### src/rtl/apb_completer_regs.sv
// rtl/apb_completer_regs.sv - APB4 completer serving NUM_REGS RW control registers plus one RO status word
module apb_completer_regs #(
    parameter int          ADDR_WIDTH  = 12,
    parameter int          DATA_WIDTH  = 32,
    parameter int          NUM_REGS    = 8,
    parameter int          WAIT_STATES = 0,
    parameter logic [15:0] SECURE_MASK = 16'h0000,
    parameter logic [15:0] PRIV_MASK   = 16'h0000
) (
    input  logic                     PCLK,
    input  logic                     PRESET,
    input  logic                     PSEL,
    input  logic                     PENABLE,
    input  logic [ADDR_WIDTH-1:0]    PADDR,
    input  logic                     PWRITE,
    input  logic [31:0]              PWDATA,
    input  logic [3:0]               PSTRB,
    input  logic [2:0]               PPROT,
    output logic [31:0]              PRDATA,
    output logic                     PREADY,
    output logic                     PSLVERR,
    input  logic [31:0]              status_in,
    output logic [NUM_REGS*32-1:0]   reg_out
);

    localparam int         IW = ADDR_WIDTH - 2;
    localparam logic [3:0] WS = 4'(WAIT_STATES);

    typedef enum logic [1:0] {IDLE, WAIT, DONE} state_t;

    state_t        state, state_nxt;
    logic [3:0]    cnt, cnt_nxt;
    logic          setup_q;
    logic [31:0]   regs [NUM_REGS];
    logic [IW-1:0] idx;
    logic [31:0]   rd_val;
    logic          sec_err, priv_err, err;
    logic          wr_en;
    wire           unused_prot = PPROT[2];

    assign idx = PADDR[ADDR_WIDTH-1:2];

    always_comb begin
        rd_val   = '0;
        sec_err  = 1'b0;
        priv_err = 1'b0;
        for (int i = 0; i < NUM_REGS; i++) begin
            if (idx == IW'(i)) begin
                rd_val   = regs[i];
                sec_err  = SECURE_MASK[i] & PPROT[1];
                priv_err = PWRITE & PRIV_MASK[i] & ~PPROT[0];
            end
        end
        if (idx == IW'(NUM_REGS)) begin
            rd_val = status_in;
        end
        err = (PADDR[1:0] != 2'b00) | (idx > IW'(NUM_REGS)) |
              ((idx == IW'(NUM_REGS)) & PWRITE) | sec_err | priv_err;
    end

    // A transfer may only start once a SETUP cycle (PSEL without PENABLE) has been seen,
    // so a PENABLE still high right after DONE is ignored.
    always_ff @(posedge PCLK or posedge PRESET) begin
        if (PRESET) begin
            state   <= IDLE;
            cnt     <= '0;
            setup_q <= 1'b0;
        end else begin
            state   <= state_nxt;
            cnt     <= cnt_nxt;
            setup_q <= PSEL & ~PENABLE;
        end
    end

    always_comb begin
        state_nxt = state;
        cnt_nxt   = cnt;
        case (state)
            IDLE: begin
                if (PSEL && PENABLE && setup_q) begin
                    cnt_nxt   = WS;
                    state_nxt = (WS == 4'd0) ? DONE : WAIT;
                end
            end
            WAIT: begin
                if (!PSEL) begin
                    state_nxt = IDLE;
                end else if (cnt <= 4'd1) begin
                    state_nxt = DONE;
                end else begin
                    cnt_nxt = cnt - 4'd1;
                end
            end
            DONE:    state_nxt = IDLE;
            default: state_nxt = IDLE;
        endcase
    end

    assign PREADY  = (state == DONE);
    assign PSLVERR = PREADY & err;
    assign PRDATA  = (PREADY && !PWRITE && !err) ? rd_val : 32'h0;
    assign wr_en   = PREADY & PWRITE & ~err;

    always_ff @(posedge PCLK or posedge PRESET) begin
        if (PRESET) begin
            for (int i = 0; i < NUM_REGS; i++) begin
                regs[i] <= '0;
            end
        end else if (wr_en) begin
            for (int i = 0; i < NUM_REGS; i++) begin
                if (idx == IW'(i)) begin
                    for (int b = 0; b < 4; b++) begin
                        if (PSTRB[b]) begin
                            regs[i][8*b +: 8] <= PWDATA[8*b +: 8];
                        end
                    end
                end
            end
        end
    end

    always_comb begin
        reg_out = '0;
        for (int i = 0; i < NUM_REGS; i++) begin
            reg_out[32*i +: 32] = regs[i];
        end
    end

endmodule

### config.mk
export PLATFORM = sky130hd
export DESIGN_NAME = apb_completer_regs
export DESIGN_NICKNAME = d
export VERILOG_FILES = /design/src/rtl/apb_completer_regs.sv
export SDC_FILE = /design/constraint.sdc
export NUM_CORES = 1
export LEC_CHECK = 0
export CORE_MARGIN = 2
export CORE_UTILIZATION = 52
export CTS_CLUSTER_SIZE = 12
export DETAILED_ROUTE_END_ITERATION = 6
export PLACE_DENSITY = 0.87
export SLEW_MARGIN = 20
export SYNTH_ARGS = -nofsm -noshare
export SYNTH_HDL_FRONTEND = slang
export SYNTH_SLANG_ARGS = --single-unit
### constraint.sdc
create_clock -name PCLK -period 14.6 [get_ports PCLK]
set_input_delay 3.65 -clock PCLK [delete_from_list [all_inputs] [get_ports PCLK]]
set_output_delay 3.65 -clock PCLK [all_outputs]
set_load 0.005 [all_outputs]
==> results of run 1 <==
## logic make-up (layout without fill, tap and decap cells)
kind of cell / count (synthesis) / count (layout) / share of synthesized area, %
muxes: 331 / 331 / 30.5
other: 0 / 2 / 0
and+or+nand+nor: 141 / 141 / 6.77
AOI/OAI and AO/OA: 181 / 181 / 9.73
buffers and inverters: 58 / 441 / 2.05
DFF: 258 / 258 / 50.9
## registers in the layout, summed over array words and instances, names as in the netlist
name and count:
reg_out 256, setup_q 1, state 1
## power groups by stage
stage          clock network (mW)  logic, mW  registers (mW)
6_report                    0.725      0.101           0.716
5_1_grt                     0.761      0.108           0.715
4_1_cts                     0.728      0.100           0.716
3_5_place_dp                    0     0.0995           0.729
3_3_place_gp                    0     0.0985           0.729
2_1_floorplan                   0     0.0464           0.729
## routing by layer
metal | up-vias | track usage (%)
met4 | 2 | 15.8
met5 | - | 0
li1 | 4410 | -
met1 | 5391 | 44.8
met3 | 164 | 7.87
met2 | 573 | 57.4
## worst max-delay path by stage
| stage | from | to | slack (ns) |
|---|---|---|---|
| 6_report | PADDR[3] | PRDATA[12] | 3.74 |
| 5_1_grt | PADDR[3] | PRDATA[13] | 3.63 |
| 4_1_cts | PADDR[3] | PRDATA[12] | 3.76 |
| 3_5_place_dp | PADDR[3] | PRDATA[12] | 3.81 |
| 3_3_place_gp | PADDR[3] | PRDATA[13] | 3.76 |
| 2_1_floorplan | PRESET | reg_out[0] | 3.85 |
## cells in the final DEF (no fill, tap or decap), types with 13 or more instances in the layout
cell type | synthesis | routed
clkbuf_16 | 0 | 29
nor2_2 | 24 | 25
mux2_2 | 284 | 284
a31oi_1 | 18 | 18
mux4_2 | 16 | 16
dfrtp_1 | 258 | 258
o211ai_1 | 19 | 19
o21ai_0 | 37 | 37
clkdlybuf4s50_1 | 0 | 371
a21oi_1 | 26 | 26
a211o_1 | 13 | 13
nand2_1 | 44 | 43
o22ai_1 | 13 | 13
mux2i_1 | 30 | 30
## worst max-delay path: stages
cell,delay (ns)
buf_4,0.61
buf_4,0.67
clkinv_1,0.88
a31oi_1,0.44
o31ai_1,0.12
o221a_2,0.24
clkdlybuf4s50_1,0.48
## through the flow
stage          power (mW)  setup WS, ns  utilization [%]
2_1_floorplan       0.775          3.85                -
3_3_place_gp        0.827          3.76             69.2
3_5_place_dp        0.828          3.81             69.2
4_1_cts              1.54          3.76             73.1
5_1_grt              1.58          3.63             73.2
6_report             1.54          3.74             73.2
## final cells by class
class / count / share of cell area, %
Antenna cell: 2 / 0.0284
Sequential cell: 258 / 36.6
Clock inverter: 4 / 0.255
Tap cell: 324 / 2.30
Multi-Input combinational cell: 653 / 33.9
Clock buffer: 46 / 5.16
Inverter: 7 / 0.192
Timing Repair Buffer: 384 / 21.6
## cell usage after synthesis (13+ instances only)
cell	n
o22ai_1	13
a31oi_1	18
mux2i_1	30
mux2_2	284
a211o_1	13
nand2_1	44
clkbuf_1	25
mux4_2	16
a21oi_1	26
o211ai_1	19
dfrtp_1	258
nor2_2	24
o21ai_0	37
buf_2	19
==> results.md, run 1 <==
* PwrDens at 87.4 mW/mm2
* Async S/R FF share, synth at 100%
* CP required at 10.95 ns
* Cell count after synthesis at 969
* Global route overflow at 0
* CTS tree: done
* Max Root-Sink Buffers at 3
* Share of the synthesized area in the top cell type at 50.9%
* Hold WS at 0.530 ns
* GRT Util Overall at 35.0%
* Synth cell types at 58
* Worst-margin pin slew at 1.17 ns
* Fin. max-slew vios at 0
* DRT met1 WL at 17.7 mm
* Clock Power Share at 47.0%
* Clk sinks at 258
* Area delta synth->final at 39.1%
* Io pins at 378
* Drt pass-1 iters at 5
* Internal at 1.19 mW
* Initial antenna violation count at 3
* Net load switching power at 353 uW
* Leakage at 7.73 nW
* Sequential share of power at 46.4%
* Fmax at 0.0920 GHz
* Worst hold path class: reg -> reg
* Chip Height at 160 um
* Area of the core at 0.0241 mm2
* Layout cell share with drive strength beyond 1 at 29.7%
* Combinational share of power at 6.6%
* Hold path startpoint: reg_out[115]
* Syn avg cell area at 13.1 um2
* Hold Path Stages at 1
* Worst-skew pair later-pin latency at 0.54 ns
* GPL Wtd Cong at 0.860
* Highest Signal Layer: met5
* Nets@finish at 1,420
* TritonCTS Buffers at 28
* Cell area after synthesis at 0.0127 mm2
* Crit path kind: in -> out
* Cell taking the most area after synthesis: dfrtp_1
* RSZ-0062 raised after global routing: no
* Starting density of the core at 52.6%
* Setup Buffers After CTS at 0
* Antenna viol nets, final at 0
* Mapped Nets at 1,057
* Post-synth EDFFs at 0
* Register bit total from synthesis at 258
* Sequential area share after synthesis at 50.9%
* 1st-iter DRT viols at 730
* Setup Total Neg Slack at 0 ns
* Worst Hold End: reg_out[115]
* DRC at 0
* Die width at 160 um
* Row count at 57
* Clock Skew at 0.0114 ns
* Reg2reg setup slack at 12.20 ns
* Status: finished clean
* PostCTS Resize Cnt at 0
* Switch share at 22.9%
* # fillers at 1,648
* Vias in the first global route at 10,900
* Top_reg_cell synth: dfrtp_1
* Worst-case reg-to-reg path depth at 4
* Startpoint Class: input pin
* Worst reg2reg path startpoint: state[1]
* Hold buffer count at cts at 0
* Placed Cells at 1,626
* Drt via density at 6.28
* Die area at 0.0256 mm2
* Largest net degree at the start of global routing at 118
* H-tree depth at 1
* Number of I/O port buffers at 374
* Setup-failing EPs final at 0
* Synth warnings at 0
* RR Endpoint: reg_out[238]
* CP arrival at 7.21 ns
* VDD IR max at 0.0000875 V
* Max_cap viols at 0
* Post-layout minimum cycle time at 10.86 ns
* CTS root buffer: clkbuf_16
* Register Area at 0.00646 mm2
* Met2 routed WL at 21.7 mm
* Fin cells at 1,678
* Fin crit share at 74.4%
* Max FO, Critical Path at 55
* Final Cell Area at 0.0176 mm2
* First-pass GRT wire length at 68.3 mm
* Drt wl/cell at 27.0 um
* Final Hold Fails at 0
* Met3 wire length at 3.70 mm
* Element type at the critical path end: output pin
* Hpwl dp at 30.2 mm
* DP Area at 0.0167 mm2
* Reg clk slew, reported paths at 0.06 ns
* Multi-input logic area at 0.00597 mm2
* Via count at 10,500
* Final wirelength at 45.4 mm
* Rel. slew slack at 21.3%
* Area contributors post-synth: dfrtp_1, mux2_2, mux4_2
No activity file was read; power rests on OpenSTA's default activity.
==> run 2: changes to the inputs <==
CORE_UTILIZATION = 43   (was 52)
PLACE_DENSITY = 0.77   (was 0.87)
clock period = 9 ns   (was 14.6 ns; I/O delays follow)
==> run 2 against run 1 <==
  * Routed wire length is 4.5% higher
  * Utilization is 12 points lower
  * Final cell count rose by 4.0%
  * Clock skew up 0.0022 ns
  * First-iteration DRC count is 34% higher
  * Design area up 0.40%
  * Non-clock buffer count increased by 7
  * Largest cell class unchanged
  * Sequential cell count stayed put
  * Count of clock-buffer cells in the layout decreased by 6
  * Sequential share of layout area is 0.14 points lower
  * Critical path depth stayed put
==> results.md, run 2 (synthesis gave the netlist of run 1 again) <==
* Row count at 62
* Most frequent cells in the layout: clkdlybuf4s50_1, mux2_2, dfrtp_1
* Placed Cells at 1,693
* Fin. max-slew vios at 0
* Clock Skew at 0.0136 ns
* GRT Util Overall at 30.0%
* Global route overflow at 0
* Status: finished clean
* Starting density of the core at 43.9%
* 1st-iter DRT viols at 976
* CP required at 6.75 ns
* Antenna viol nets, final at 0
* Total Power at 2.45 mW
* Met2 routed WL at 22.4 mm
* Nets@finish at 1,427
* DRC at 0
* Clk sinks at 258
* Max_cap viols at 0
* First-pass GRT wire length at 69.3 mm
* Hpwl dp at 31.7 mm
* Worst hold path class: reg -> reg
* Highest Signal Layer: met4
* Via count at 10,400
* Area delta synth->final at 39.7%
* Setup Total Neg Slack at 0 ns
* H-tree depth at 1
* Combinational share of power at 6.9%
* Final Hold Fails at 0
* PwrDens at 138 mW/mm2
* Die width at 176 um
* Final wirelength at 47.4 mm
* RSZ-0062 raised after global routing: no
* Worst-skew pair later-pin latency at 0.55 ns
* Largest net degree at the start of global routing at 134
* Rel. slew slack at 25.5%
* Fin cells at 1,745
* Sequential share of power at 47.4%
* Startpoint Class: input pin
* Chip Height at 176 um
* Crit. Startpoint: PADDR[5]
* Internal at 1.87 mW
* GPL Wtd Cong at 0.817
* CTS root buffer: clkbuf_16
* Most common cell after layout, fill and taps aside: clkdlybuf4s50_1
* Drt via density at 5.98
* Max Root-Sink Buffers at 3
* Final Cell Area at 0.0177 mm2
* Worst-case reg-to-reg path depth at 4
* Setup-failing EPs final at 0
* Hold buffer count at cts at 0
* Vias in the first global route at 10,600
* Leakage at 7.72 nW
* Worst-margin pin slew at 1.12 ns
* Final core occ at 61.4%
* DP Area at 0.0168 mm2
* Drt wl/cell at 27.2 um
* PostCTS Resize Cnt at 0
* Fmax at 0.124 GHz
* Initial antenna violation count at 4
* Reg2reg setup slack at 6.56 ns
* Area of the core at 0.0289 mm2
* CP arrival at 5.81 ns
* CTS tree: done
* Net load switching power at 585 uW
* Element type at the critical path end: output pin
* Max reg flops at 256
* Number of I/O port buffers at 374
* Drt pass-1 iters at 6
* Switch share at 23.9%
* Met3 wire length at 3.86 mm
* Layout cell share with drive strength beyond 1 at 29.8%
* Worst reg2reg path startpoint: state[1]
* Crit path kind: in -> out
* TritonCTS Buffers at 28
* DRT met1 WL at 19.5 mm
* Die area at 0.0309 mm2
* Hold path startpoint: reg_out[104]
* VDD IR max at 0.000140 V
* Setup Buffers After CTS at 0
* Post-layout minimum cycle time at 8.06 ns
* Max FO, Critical Path at 17
* Io pins at 378
* Reg clk slew, reported paths at 0.06 ns
* Hold Path Stages at 1
* Clock Power Share at 45.7%
* Fin crit share at 89.6%
run 2: cell types whose count changed in the layout (fill, tap and decap cells not counted), sizes merged:
cell | before | now
clkinv | 6 | 8
buf | 13 | 20
diode | 2 | 5
clkinvlp | 0 | 2
inv | 4 | 3
clkbuf | 46 | 40
run 2: area by class of cell:
type	instances	area [um2]
fill	2342	11200
sequential	258	6460
multi-input combinational	653	5970
timing repair buffer	391	3870
clock buffer	40	806
tap	384	480
clock inverter	7	77.6
inverter	7	30.0
antenna	5	12.5
run 2: final timing paths:
kind | endpoint
worst max-delay path | PRDATA[5]
worst min-delay path | reg_out[104]
worst max register to register | reg_out[232]
worst min register to register | reg_out[104]
max in group asynchronous | reg_out[1]
min in group asynchronous | reg_out[60]
run 2: per-layer routing:
metal / track usage, % / up-vias
met5: 0 / -
met1: 39.8 / 5409
met4: 10.1 / 0
met3: 7.23 / 99
met2: 48.5 / 496
li1: - / 4430
run 2: power by group through the flow:
stage	Sequential, mW	Combinational [mW]	Clock [mW]
detailed placement	1.18	0.167	0
finish	1.16	0.168	1.12
global route	1.16	0.179	1.18
floorplan	1.18	0.0755	0
global placement	1.18	0.165	0
CTS	1.16	0.168	1.14
run 2: through the flow:
stage	setup WS (ns)	hold slack [ns]
floorplan	3.22	0.501
global placement	1.08	0.508
detailed placement	1.04	0.516
CTS	1.03	0.528
global route	0.919	0.549
finish	0.940	0.527
run 2: worst max-delay path, cell delays in order:
cell and delay [ns]:
clkdlybuf4s50_1 0.81, buf_4 0.42, or3b_2 0.62, nor2_1 0.74, a22oi_1 0.20, a21oi_1 0.17, clkdlybuf4s50_1 0.57
==> run 3: changes to the inputs <==
CORE_UTILIZATION = 55   (was 43)
DONT_BUFFER_PORTS = 1   (was default)
PLACE_DENSITY = 0.73   (was 0.77)
==> run 3 against run 2 <==
  * Combinational power decreased by 50%
  * Utilization shrank 0.49 points
  * Sequential share of layout area grew 10 points
  * Design area shrank 22%
  * Worst hold slack improved by 0.014 ns
  * First-iteration DRC count decreased by 21%
  * Sequential power about the same
  * Total power fell by 3.3%
  * Register-to-register slack is essentially flat
  * Setup slack better by 1.2 ns
  * Final cell count down 28%
  * Non-clock buffer count is 384 lower
==> results.md, run 3 (synthesis gave the netlist of run 1 again) <==
* Status: finished clean
* Drt wl/cell at 32.6 um
* H-tree depth at 1
* Slowest-stage cell, CP: nor4_4
* Max FO, Critical Path at 12
* Net load switching power at 519 uW
* Vias in the first global route at 9,057
* DRC at 0
* CP arrival at 4.59 ns
* Max Root-Sink Buffers at 3
* Area delta synth->final at 8.70%
* Worst-skew pair later-pin latency at 0.55 ns
* Post-layout minimum cycle time at 6.84 ns
* First-pass GRT wire length at 59.7 mm
* Final Hold Fails at 0
* Drt pass-1 iters at 5
* Most common cell after layout, fill and taps aside: mux2_2
* Clock Skew at 0.0206 ns
* Crit path kind: in -> out
* Final wirelength at 41.0 mm
* Max_cap viols at 0
* Hpwl dp at 26.6 mm
* 1st-iter DRT viols at 774
* RSZ-0062 raised after global routing: no
* Global route overflow at 0
* Leakage at 6.37 nW
* Largest net degree at the start of global routing at 150
* Row count at 55
* Via count at 8,844
* DP Area at 0.0129 mm2
* Die area at 0.0243 mm2
* CTS tree: done
* Setup-failing EPs final at 0
* Drt via density at 7.02
* Worst-margin pin slew at 1.21 ns
* Die width at 156 um
* Combinational share of power at 3.5%
* Fin crit share at 76.0%
* Hold buffer count at cts at 0
* Setup Buffers After CTS at 0
* Post-Place Worst Slack at 2.21 ns
* Slowest cell delay on critical path at 0.79 ns
* Internal at 1.85 mW
* Most frequent cells in the layout: mux2_2, dfrtp_1, nand2_1
* Number of I/O port buffers at 0
* Max reg flops at 256
* TritonCTS Buffers at 28
* Fmax at 0.146 GHz
* PwrDens at 172 mW/mm2
* Startpoint Class: input pin
* Reg clk slew, reported paths at 0.05 ns
* Area of the core at 0.0226 mm2
* Final Cell Area at 0.0138 mm2
* Fin. max-slew vios at 0
* Switch share at 21.9%
* Worst hold path class: reg -> reg
* Layout cell share with drive strength beyond 1 at 40.1%
* PostCTS Resize Cnt at 0
* VDD IR max at 0.000184 V
* Chip Height at 156 um
* Element type at the critical path end: output pin
* Rel. slew slack at 19.0%
* GRT Util Overall at 33.0%
* Initial antenna violation count at 1
* Setup Total Neg Slack at 0 ns
* Total Power at 2.37 mW
* Clock Power Share at 47.4%
* Io pins at 378
* Nets@finish at 1,043
* Starting density of the core at 56.0%
* Final worst slack at 2.16 ns
* Crit path cell chain: nor4_4 -> and2_1 -> nand2_1 -> a211oi_1
* Clk sinks at 258
* Sequential share of power at 49.0%
* CP required at 6.75 ns
* Ant. Diodes at 0
* Antenna viol nets, final at 0
* GPL Wtd Cong at 0.840
* CTS root buffer: clkbuf_16
-- run 3: worst paths after layout --
kind | startpoint | end | slack [ns] | cells past startpoint
max reg2reg | state[1] | reg_out[225] | 6.55 | 4
max | PADDR[11] | PRDATA[27] | 2.16 | 4
max in group asynchronous | PRESET | reg_out[71] | 5.87 | 2
min | setup_q | state[1] | 0.54 | 1
min in group asynchronous | PRESET | reg_out[26] | 1.73 | 1
min reg2reg | setup_q | state[1] | 0.54 | 1
-- run 3: critical path: cells and delay by family --
family | cells | cell delay, ns
AOI/OAI and AO/OA | 1 | 0.59
and+or+nand+nor | 3 | 1.74
-- run 3: metrics by stage --
stage | hold WS [ns] | std cells | util (%)
2_1_floorplan | 0.501 | 969 | -
3_3_place_gp | 0.514 | 1210 | 56.9
4_1_cts | 0.552 | 1259 | 60.9
6_report | 0.540 | 1259 | 60.9
3_5_place_dp | 0.537 | 1210 | 56.9
5_1_grt | 0.568 | 1259 | 60.9
-- run 3: layout make-up --
cell class                      count  area (um2)
Clock buffer                       44         842
Clock inverter                      5        56.3
Fill cell                        1771        8860
Inverter                            7        30.0
Multi-Input combinational cell    653        5980
Sequential cell                   258        6460
Tap cell                          285         357
Timing Repair Buffer                7        65.1
-- run 3: per-layer routing --
metal / vias up / part of all wire (%) / wire, um / GRT usage [%]
met2: 496 / 46 / 19000 / 51.5
li1: 3654 / - / - / -
met3: 106 / 11 / 4320 / 12.0
met4: 2 / 4.0 / 1640 / 12.3
met1: 4586 / 39 / 16100 / 42.6
met5: - / 0.034 / 14 / 0
-- run 3: power by group through the flow --
stage / logic, mW / clock network [mW] / registers, mW
floorplan: 0.0755 / 0 / 1.18
global placement: 0.0824 / 0 / 1.18
detailed placement: 0.0838 / 0 / 1.18
CTS: 0.0843 / 1.14 / 1.16
global route: 0.0912 / 1.19 / 1.16
finish: 0.0837 / 1.12 / 1.16
